File: src/rtl/cpu_multicycle.sv
// Multi-cycle MIPS-subset core: START/FETCH/DECODE/EXEC/WB/HALT FSM over a req/ack instruction port.
// Build option: define CPU_BRANCH_EN to implement BEQ/BNE/J; otherwise those opcodes halt the core.
module cpu_multicycle #(
  parameter int unsigned     XLEN     = 32,
  parameter logic [XLEN-1:0] RESET_PC = '0
) (
  input  logic            clock,
  input  logic            reset,
  output logic [XLEN-1:0] instr_addr,
  output logic            instr_req,
  input  logic            instr_ack,
  input  logic [31:0]     instr_in,
  output logic            retire,
  output logic            halted
);

  localparam int unsigned NREG     = 32;
  localparam logic [5:0]  OP_RTYPE = 6'h00;
  localparam logic [5:0]  OP_ADDI  = 6'h08;
`ifdef CPU_BRANCH_EN
  localparam logic [5:0]  OP_BEQ   = 6'h04;
  localparam logic [5:0]  OP_BNE   = 6'h05;
  localparam logic [5:0]  OP_J     = 6'h02;
`endif
  localparam logic [5:0]  FN_ADD   = 6'h20;
  localparam logic [5:0]  FN_SUB   = 6'h22;
  localparam logic [5:0]  FN_AND   = 6'h24;
  localparam logic [5:0]  FN_OR    = 6'h25;
  localparam logic [5:0]  FN_SLT   = 6'h2A;

  typedef enum logic [2:0] {S_START, S_FETCH, S_DECODE, S_EXEC, S_WB, S_HALT} state_t;

  state_t          state, state_nxt;
  logic            req_nxt, retire_nxt, halted_nxt;
  logic [31:0]     ir;
  logic [XLEN-1:0] a, b, alu, npc;
  logic [XLEN-1:0] rf [NREG];

  logic [5:0]      opcode, funct;
  logic [4:0]      rs, rt, rd, wr_addr_c;
  logic [15:0]     imm;
  logic [XLEN-1:0] simm, pc_plus4, alu_c, npc_c;
  logic            legal_c, wr_en_c;

  assign opcode   = ir[31:26];
  assign rs       = ir[25:21];
  assign rt       = ir[20:16];
  assign rd       = ir[15:11];
  assign imm      = ir[15:0];
  assign funct    = ir[5:0];
  assign simm     = {{(XLEN-16){imm[15]}}, imm};
  assign pc_plus4 = instr_addr + XLEN'(4);

  // Instruction legality, evaluated while the IR is stable in DECODE.
  always_comb begin
    legal_c = 1'b0;
    case (opcode)
      OP_RTYPE: legal_c = funct inside {FN_ADD, FN_SUB, FN_AND, FN_OR, FN_SLT};
      OP_ADDI:  legal_c = 1'b1;
`ifdef CPU_BRANCH_EN
      OP_BEQ, OP_BNE, OP_J: legal_c = 1'b1;
`endif
      default:  legal_c = 1'b0;
    endcase
  end

  always_comb begin
    alu_c = '0;
    if (opcode == OP_ADDI) begin
      alu_c = a + simm;
    end else begin
      case (funct)
        FN_ADD:  alu_c = a + b;
        FN_SUB:  alu_c = a - b;
        FN_AND:  alu_c = a & b;
        FN_OR:   alu_c = a | b;
        FN_SLT:  alu_c = XLEN'($signed(a) < $signed(b));
        default: alu_c = '0;
      endcase
    end
  end

  always_comb begin
    npc_c = pc_plus4;
`ifdef CPU_BRANCH_EN
    if ((opcode == OP_BEQ && a == b) || (opcode == OP_BNE && a != b)) begin
      npc_c = pc_plus4 + (simm << 2);
    end else if (opcode == OP_J) begin
      npc_c = {pc_plus4[XLEN-1:28], ir[25:0], 2'b00};
    end
`endif
  end

  always_comb begin
    wr_en_c   = 1'b0;
    wr_addr_c = rd;
    if (opcode == OP_RTYPE) begin
      wr_en_c = 1'b1;
    end else if (opcode == OP_ADDI) begin
      wr_en_c   = 1'b1;
      wr_addr_c = rt;
    end
  end

  always_ff @(posedge clock or negedge reset) begin
    if (!reset) begin
      state     <= S_START;
      instr_req <= 1'b0;
      retire    <= 1'b0;
      halted    <= 1'b0;
    end else begin
      state     <= state_nxt;
      instr_req <= req_nxt;
      retire    <= retire_nxt;
      halted    <= halted_nxt;
    end
  end

  // Outputs are registered copies of the next state's flags.
  always_comb begin
    state_nxt = state;
    case (state)
      S_START:  state_nxt = S_FETCH;
      S_FETCH:  if (instr_ack) state_nxt = S_DECODE;
      S_DECODE: state_nxt = legal_c ? S_EXEC : S_HALT;
      S_EXEC:   state_nxt = S_WB;
      S_WB:     state_nxt = S_FETCH;
      S_HALT:   state_nxt = S_HALT;
      default:  state_nxt = S_HALT;
    endcase
    req_nxt    = (state_nxt == S_FETCH);
    retire_nxt = (state_nxt == S_WB);
    halted_nxt = (state_nxt == S_HALT);
  end

  always_ff @(posedge clock or negedge reset) begin
    if (!reset) begin
      instr_addr <= RESET_PC;
      ir         <= '0;
      a          <= '0;
      b          <= '0;
      alu        <= '0;
      npc        <= '0;
    end else begin
      case (state)
        S_FETCH:  if (instr_ack) ir <= instr_in;
        S_DECODE: begin
          a <= rf[rs];
          b <= rf[rt];
        end
        S_EXEC: begin
          alu <= alu_c;
          npc <= npc_c;
        end
        S_WB:     instr_addr <= npc;
        default:  ;
      endcase
    end
  end

  // r0 is never written, so it always reads back as zero.
  always_ff @(posedge clock or negedge reset) begin
    if (!reset) begin
      rf <= '{default: '0};
    end else if (state == S_WB && wr_en_c && wr_addr_c != 5'd0) begin
      rf[wr_addr_c] <= alu;
    end
  end

endmodule

File: config.mk
export PLATFORM = sky130hd
export DESIGN_NAME = cpu_multicycle
export DESIGN_NICKNAME = d
export VERILOG_FILES = /design/src/rtl/cpu_multicycle.sv
export SDC_FILE = /design/constraint.sdc
export NUM_CORES = 1
export LEC_CHECK = 0
export CAP_MARGIN = 20
export CORE_MARGIN = 5
export CORE_UTILIZATION = 28
export DETAILED_ROUTE_END_ITERATION = 8
export HOLD_SLACK_MARGIN = 0.05
export PLACE_DENSITY_LB_ADDON = 0.08
export SYNTH_ARGS = -nofsm -noshare
export SYNTH_HDL_FRONTEND = slang
export SYNTH_SLANG_ARGS = --single-unit
File: constraint.sdc
create_clock -name clock -period 3.5 [get_ports clock]
set_input_delay 0.35 -clock clock [delete_from_list [all_inputs] [get_ports clock]]
set_output_delay 0.35 -clock clock [all_outputs]
set_load 0.1 [all_outputs]
After elaboration in Yosys (flattened, before gate mapping)
Cells that the tools add are included.
{"block": "totals", "regBits": 102, "out_inout_bits": 35}
{"block": "op_classes", "n_addsub": 1, "eq_ne": 13, "mux": 4, "n_reduce_logical": 5}
{"operator": "32-bit by 3-bit adder with 32-bit output (second input constant)", "count": 1}
{"operator": "6-bit equality test (second input constant)", "count": 5}
{"operator": "3-bit one-hot mux with 4 select lines", "count": 1}
{"operator": "3-bit equality test (second input constant)", "count": 3}
{"operator": "3-bit by 1-bit equality test with 1-bit output (second input constant)", "count": 2}
{"operator": "3-bit by 2-bit equality test with 1-bit output (second input constant)", "count": 2}
{"operator": "6-bit by 4-bit equality test with 1-bit output (second input constant)", "count": 1}
{"operator": "6-bit zero test", "count": 1}
{"operator": "3-bit 2-to-1 mux", "count": 2}
{"operator": "5-bit nonzero test", "count": 1}
{"operator": "3-bit zero test", "count": 1}
{"operator": "1-bit one-hot mux with 2 select lines", "count": 1}
{"operator": "2-bit AND reduction", "count": 1}
{"operator": "2-bit OR reduction", "count": 1}

Logic depth before layout (Yosys ltp)
{"block": "depth", "ltp_word": 6, "ltp_mapped": 7}

Worst setup path before layout
No wires, ideal clock.
{"block": "synth_path", "kind": "register -> register", "start": "register instr_addr[2]", "end": "register npc[18]", "setup_time_ns": 0.083, "arrival_time_ns": 2.334, "slack_ns": 1.083, "stages_incl_launch_ff": 7, "n_path_buf": 0, "period_less_slack_ns": 2.417, "path_cell_list": "dfrtp_1 ha_1 nand3_2 nor4_4 nand3_1 xor2_1 o21ai_0"}
{"block": "synth_between", "elab_chain_cells": 1}
{"element": "from (decl)", "line": "9", "rtl": "output logic [XLEN-1:0] instr_addr,"}
{"element": "from (signal assigned)", "line": "155", "rtl": "S_WB: instr_addr <= npc;"}
{"element": "32-bit by 3-bit adder with 32-bit output", "line": "52", "rtl": "assign pc_plus4 = instr_addr + XLEN'(4);"}
{"element": "to (signal assigned)", "line": "153", "rtl": "npc <= npc_c;"}
{"element": "to (decl)", "line": "36", "rtl": "logic [XLEN-1:0] a, b, alu, npc;"}
No other way between the ends.
A chain may end at the register's enable or synchronous reset.

Worst setup path in the final report
{"block": "layout_path", "start": "register instr_addr[21]", "end": "output port instr_addr[21]"}
No word-level cell between the ends.

==> out/metrics.yaml <==
status: "finished clean"
grt_max_degree: 83
synth_common_cells: "dfrtp_1 (82), mux2_2 (45), nand2_1 (43), o21ai_0 (33), xor2_1 (21)"
rrSetupSlack_ns: 1.52
vias: 2347
r2r_cells: 3
syn-num-nets: 342
synth_cell_type_count: 35
rsz0062_at_grt: "false"
area_growth_pct: 28.6
slowest_delay_ns: 1.19
avgRoutedWirePerCell_um: 14.0
cts_tree: "built"
tns_ns: 0
initial_utilization_pct: 28.6
timing.fmax_ghz: 0.423
rows: 41
grt_first_pass_wirelength_um: 12600
diodes: 0
final_hold_viol_count: 0
detail-route-antenna-nets: 0
avgSynthCellArea_um2: 11.8
synth_edf_count: 0
clk_pin_slew_ns: 0.06
cts_root_buffer: "clkbuf_16"
synthTopCellsByArea: "dfrtp_1 (57%), mux2_2 (14%), xor2_1 (5.1%)"
critPathKind: "reg2out"
cpMaxStageDelayCell: "clkdlybuf4s50_1"
core_um2: 12700
cts_buffers: 9
drc_errors: 0
htreeDepth: 3
synth_top_area_cell: "dfrtp_1"
path_delay_family: "buffers and inverters"
max_slew_margin_pct: 33.5
crit_fanout: 7
skew_ns: 0.00474
netlist.area_leader.share_pct: 56.7
setup_violations: 0
path_depth: 1
ir_drop_mv: 0.268
seq_area_frac_synth_pct: 56.7
synthArstFlopShare_pct: 100
die_h_um: 124
critPathCaptureType: "output pin"
clockBufferDepth: 2
cp.arrival_ns: 2.01
die_w_um: 124
antenna_found_initial: 0
portBuffers: 49
totalWireLength_um: 7430
synth_area_um2: 3620
hp-class: "reg2reg"
period_minus_slack_ns: 2.36
drive_above_1_share_pct: 20.6
dr.first_iter.drc_count: 59
crit_buf_inv: 1
cts_sinks: 82
dp_slack_ns: 1.40
dr.pass1.iters: 4
p_leak_nw: 1.95
critPathRequiredTime_ns: 3.15
via_per_inst: 4.41
grt-ovfl-total: 0
cts.repair.resized: 0
min_path_cells: 2
grt_pass1_vias: 2458
crit_path_start_kind: "flip-flop"
ios: 70
clock_latency_ns: 0.33
synthFlopType: "dfrtp_1"
ys_ff_latch: 82
yosysMostFrequentCell: "dfrtp_1"
synth_cells: 306
post-route-period-util_pct: 67.5
p_per_area_nw_per_um2: 618
grt.total_usage_pct: 10.8
dp_hpwl_um: 4830
die_area_um2: 15300
synth_warnings: 0
setup_ws_ns: 1.14
drv_slew: 0
maxCapViolCount: 0
crit_chain: "clkdlybuf4s50_1"
tightest_slew_ns: 0.994
place_congestion: 0.680
finish.net_count: 391
-- per-stage QoR --
step | instances | total power [mW] | hold slack, ns | cell area [um^2] | util [%]
after CTS | 529 | 2.92 | 0.264 | 4600 | 36.3
after floorplan | 306 | 1.70 | 0.0544 | 3620 | -
after detailed placement | 513 | 1.90 | 0.465 | 4280 | 33.8
after global placement | 513 | 1.89 | 0.456 | 4280 | 33.8
final | 532 | 2.88 | 0.474 | 4650 | 36.7
after global routing | 532 | 3.03 | 0.503 | 4650 | 36.7
-- metal layers --
metal,GRT usage [%],part of all wire [%]
met5,0,0
met4,5.61,2.5
met3,3.32,5.0
met2,16.4,45
met1,13.9,48
-- path summary, 6_finish.rpt --
path                                      from        endpoint
worst min-delay path                   npc[19]         npc[19]
worst min register to register         npc[19]         npc[19]
worst max register to register        state[0]  instr_addr[13]
max in group asynchronous                reset  instr_addr[30]
worst max-delay path            instr_addr[21]  instr_addr[21]
min in group asynchronous                reset          retire
-- logic make-up (layout without fill, tap and decap cells) --
logic type / Yosys count / in the layout / synth area share [%]
multiplexers: 46 / 46 / 14.3
AND/OR/NAND/NOR: 93 / 93 / 14.1
AO/OA/AOI/OAI: 37 / 37 / 5.39
XOR/XNOR: 28 / 28 / 6.78
buffers and inverters: 19 / 73 / 2.42
adder cells (fa/ha/maj): 1 / 1 / 0.346
flip-flops: 82 / 82 / 56.7
-- layout make-up --
| class | count | area [um^2] |
|---|---|---|
| fill | 1297 | 8020 |
| sequential | 82 | 2050 |
| multi-input combinational | 205 | 1490 |
| timing repair buffer | 53 | 566 |
| clock buffer | 15 | 288 |
| tap | 172 | 215 |
| clock inverter | 1 | 30.0 |
| inverter | 4 | 15.0 |
-- layout by cell type (no fill, tap or decap), drive strengths merged, types with 6 or more instances in the layout --
| cell type | count |
|---|---|
| mux2 | 45 |
| nand4 | 7 |
| xor2 | 21 |
| nor3 | 6 |
| nand3 | 16 |
| clkbuf | 15 |
| nand2 | 43 |
| xnor2 | 7 |
| o21ai | 34 |
| dfrtp | 82 |
| clkdlybuf4s50 | 48 |
-- report_power, final --
part	total (mW)	internal [mW]	switching, mW
clock	0.998	0.632	0.366
combinational	0.695	0.272	0.423
sequential	1.18	1.08	0.105
-- state kept, by name (all words and copies together), names as in the netlist --
| signal | flops |
|---|---|
| instr_addr | 32 |
| halted | 1 |
| state | 3 |
| instr_req | 1 |
| npc | 32 |
| ir | 12 |
| retire | 1 |
-- repair_timing --
item / in CTS / in global routing
buffers inserted: 0 / 0
hold endpoints to repair: 0 / 34
hold buffers: 0 / 1
Note: power is estimated with default switching activity, not from simulation.
==> edit, RTL diff (same settings) <==
Remove the case item `FN_SUB` of the case on `funct`.
--- a/src/rtl/cpu_multicycle.sv
+++ b/src/rtl/cpu_multicycle.sv
@@ -72,5 +72,4 @@
       case (funct)
         FN_ADD:  alu_c = a + b;
-        FN_SUB:  alu_c = a - b;
         FN_AND:  alu_c = a & b;
         FN_OR:   alu_c = a | b;
Formal check against the unedited RTL: equivalent (equiv_simple and equiv_induct, registers matched by name and starting in step).
==> edit against the original RTL <==
Sequential cell count did not move; fmax fell by 1.5%; clock skew is 5.3 ps higher; area after synthesis is 2.1% higher; routed wire length rose by 3.3%; design area rose by 0.48%; critical path depth is the same; via count rose by 1.5%; synthesized cell count rose by 2.3%; total power shrank 1.5%; critical endpoint is now instr_addr[12]; non-clock buffer count stayed put; setup slack lost 35 ps.
==> edit: results (changes against the original RTL) <==
| Metric | Value |
|---|---|
| Most frequent cells after synthesis | `dfrtp_1 (82), nand2_1 (43), mux2_2 (39)` |
| Peak supply drop | `425 uV (+58%)` |
| Input/output buffers | `49 (unchanged)` |
| Adder-cell area share of the yosys netlist | `0.00339 (-0.0000703)` |
| # nets final | `395 (+1.0%)` |
| Ratio of cells with drive above 1 in the final layout | `0.209 (+0.00324)` |
| Worst Tran Pin Value | `994 ps (-0.615 ps)` |
| Placed cells | `522 (+1.8%)` |
| Post-synthesis compound-gate area fraction | `0.0556 (+0.00161)` |
| Mux cell area share after synthesis | `0.134 (-0.00900)` |
| Syn_area_per_cell | `11.8 um2 (-0.21%)` |
| Detail Placement HPWL | `4830 um (about the same)` |
| Count of cell types in the netlist | `40 (+14%)` |
| CTS Root Cell | `clkbuf_16` |
| Top Registers | `instr_addr: 32 flops, npc: 32 flops, ir: 12 flops` |
| Placed cell areas | `0.00433 mm2 (+1.3%)` |
| Drt wl/cell | `14.2 um (+1.8%)` |
| Vias | `2382 (+1.5%)` |
| First-pass GRT wire length | `12800 um (+1.6%)` |
| Outcome | `completed` |
| CP Data Arrival Time | `2050 ps (+40 ps)` |
| Net count after synthesis | `349 (+2.0%)` |
| Post-CTS Hold Fix Bufs | `0 (unchanged)` |
| Fillers | `1304 (+0.54%)` |
| Post-Synth XOR/XNOR Area | `0.0664 (-0.00138)` |
| Slowest CP cell | `clkdlybuf4s50_1` |
| DRT Pass-1 Iters | `4 (unchanged)` |
| Clock Skew | `10.0 ps (+5.28 ps)` |
| DRC | `0 (unchanged)` |
| CP startpoint | `instr_addr[12]` |
| Synth async-reset ratio | `1.00 (unchanged)` |
| Routability Congestion | `0.702 (+3.3%)` |
| Number of vias per cell | `4.41 (about the same)` |
| Synth area leaders | `dfrtp_1 (56%), mux2_2 (12%), xnor2_1 (4.5%), nand2_1 (4.4%), o21ai_0 (3.0%)` |
| Leakage | `1.90 nW (-3.0%)` |
| Sequential-to-total area share from yosys stat | `0.556 (-0.0115)` |
| Initial DRC count | `51 (-14%)` |
| HP Start | `npc[15]` |
| Clock Latency Late Sink | `350 ps (+20 ps)` |
| Global Route Usage Sum | `0.105 (-0.00345)` |
## edit: cell types whose count changed after synthesis, moves of 3 or more
cell     before  now
o21ai_0      33   22
mux2_1        0    4
nor4_2        1    7
nor3_1        3    6
mux2_2       45   39
xnor2_1       7   19
xor2_1       21    9
nand3_1      14    9
o21ai_1       1   14
nor3_2        3    0
## edit: power breakdown
part / leakage (nW) / switching [mW] / total [mW] / internal, mW
combinational: 0.654 / 0.441 / 0.690 / 0.249
sequential: 1.10 / 0.0961 / 1.17 / 1.08
clock: 0.141 / 0.397 / 0.969 / 0.572
## edit: area by class of cell
type / instances / area share
tap: 176 / 0.0471
inverter: 5 / 0.00401
multi-input combinational: 208 / 0.329
timing repair buffer: 53 / 0.116
clock buffer: 10 / 0.0511
sequential: 82 / 0.439
clock inverter: 6 / 0.0142
## edit: final timing paths
| kind | cells past startpoint | end |
|---|---|---|
| max | 1 | instr_addr[12] |
| min | 2 | npc[15] |
| max reg2reg | 4 | npc[3] |
| min reg2reg | 2 | npc[15] |
| max in group asynchronous | 3 | npc[10] |
| min in group asynchronous | 2 | instr_addr[19] |
## edit: routing by layer
layer,global-route usage,wire [um],vias to the layer above
li1,-,-,1185
met1,0.138,3750,1147
met2,0.150,3360,38
met3,0.0322,364,12
met4,0.0631,212,0
met5,0,0,-
## edit: through the flow
stage / util / total power, mW / hold slack [ps] / setup slack [ps]
2_1_floorplan: - / 1.70 / 54.4 / 1250
6_report: 0.357 / 2.83 / 477 / 1100
4_1_cts: 0.354 / 2.88 / 263 / 1080
3_5_place_dp: 0.331 / 1.89 / 468 / 1460
3_3_place_gp: 0.331 / 1.89 / 457 / 1460
5_1_grt: 0.357 / 2.98 / 508 / 1060
## edit: cell families (layout without fill, tap and decap cells)
| logic type | count (synthesis) | count (layout) |
|---|---|---|
| fa+ha+maj | 1 | 1 |
| buf+inv | 23 | 74 |
| simple gates | 96 | 96 |
| flops | 82 | 82 |
| xor+xnor | 28 | 28 |
| compound gates | 39 | 39 |
| mux | 44 | 44 |
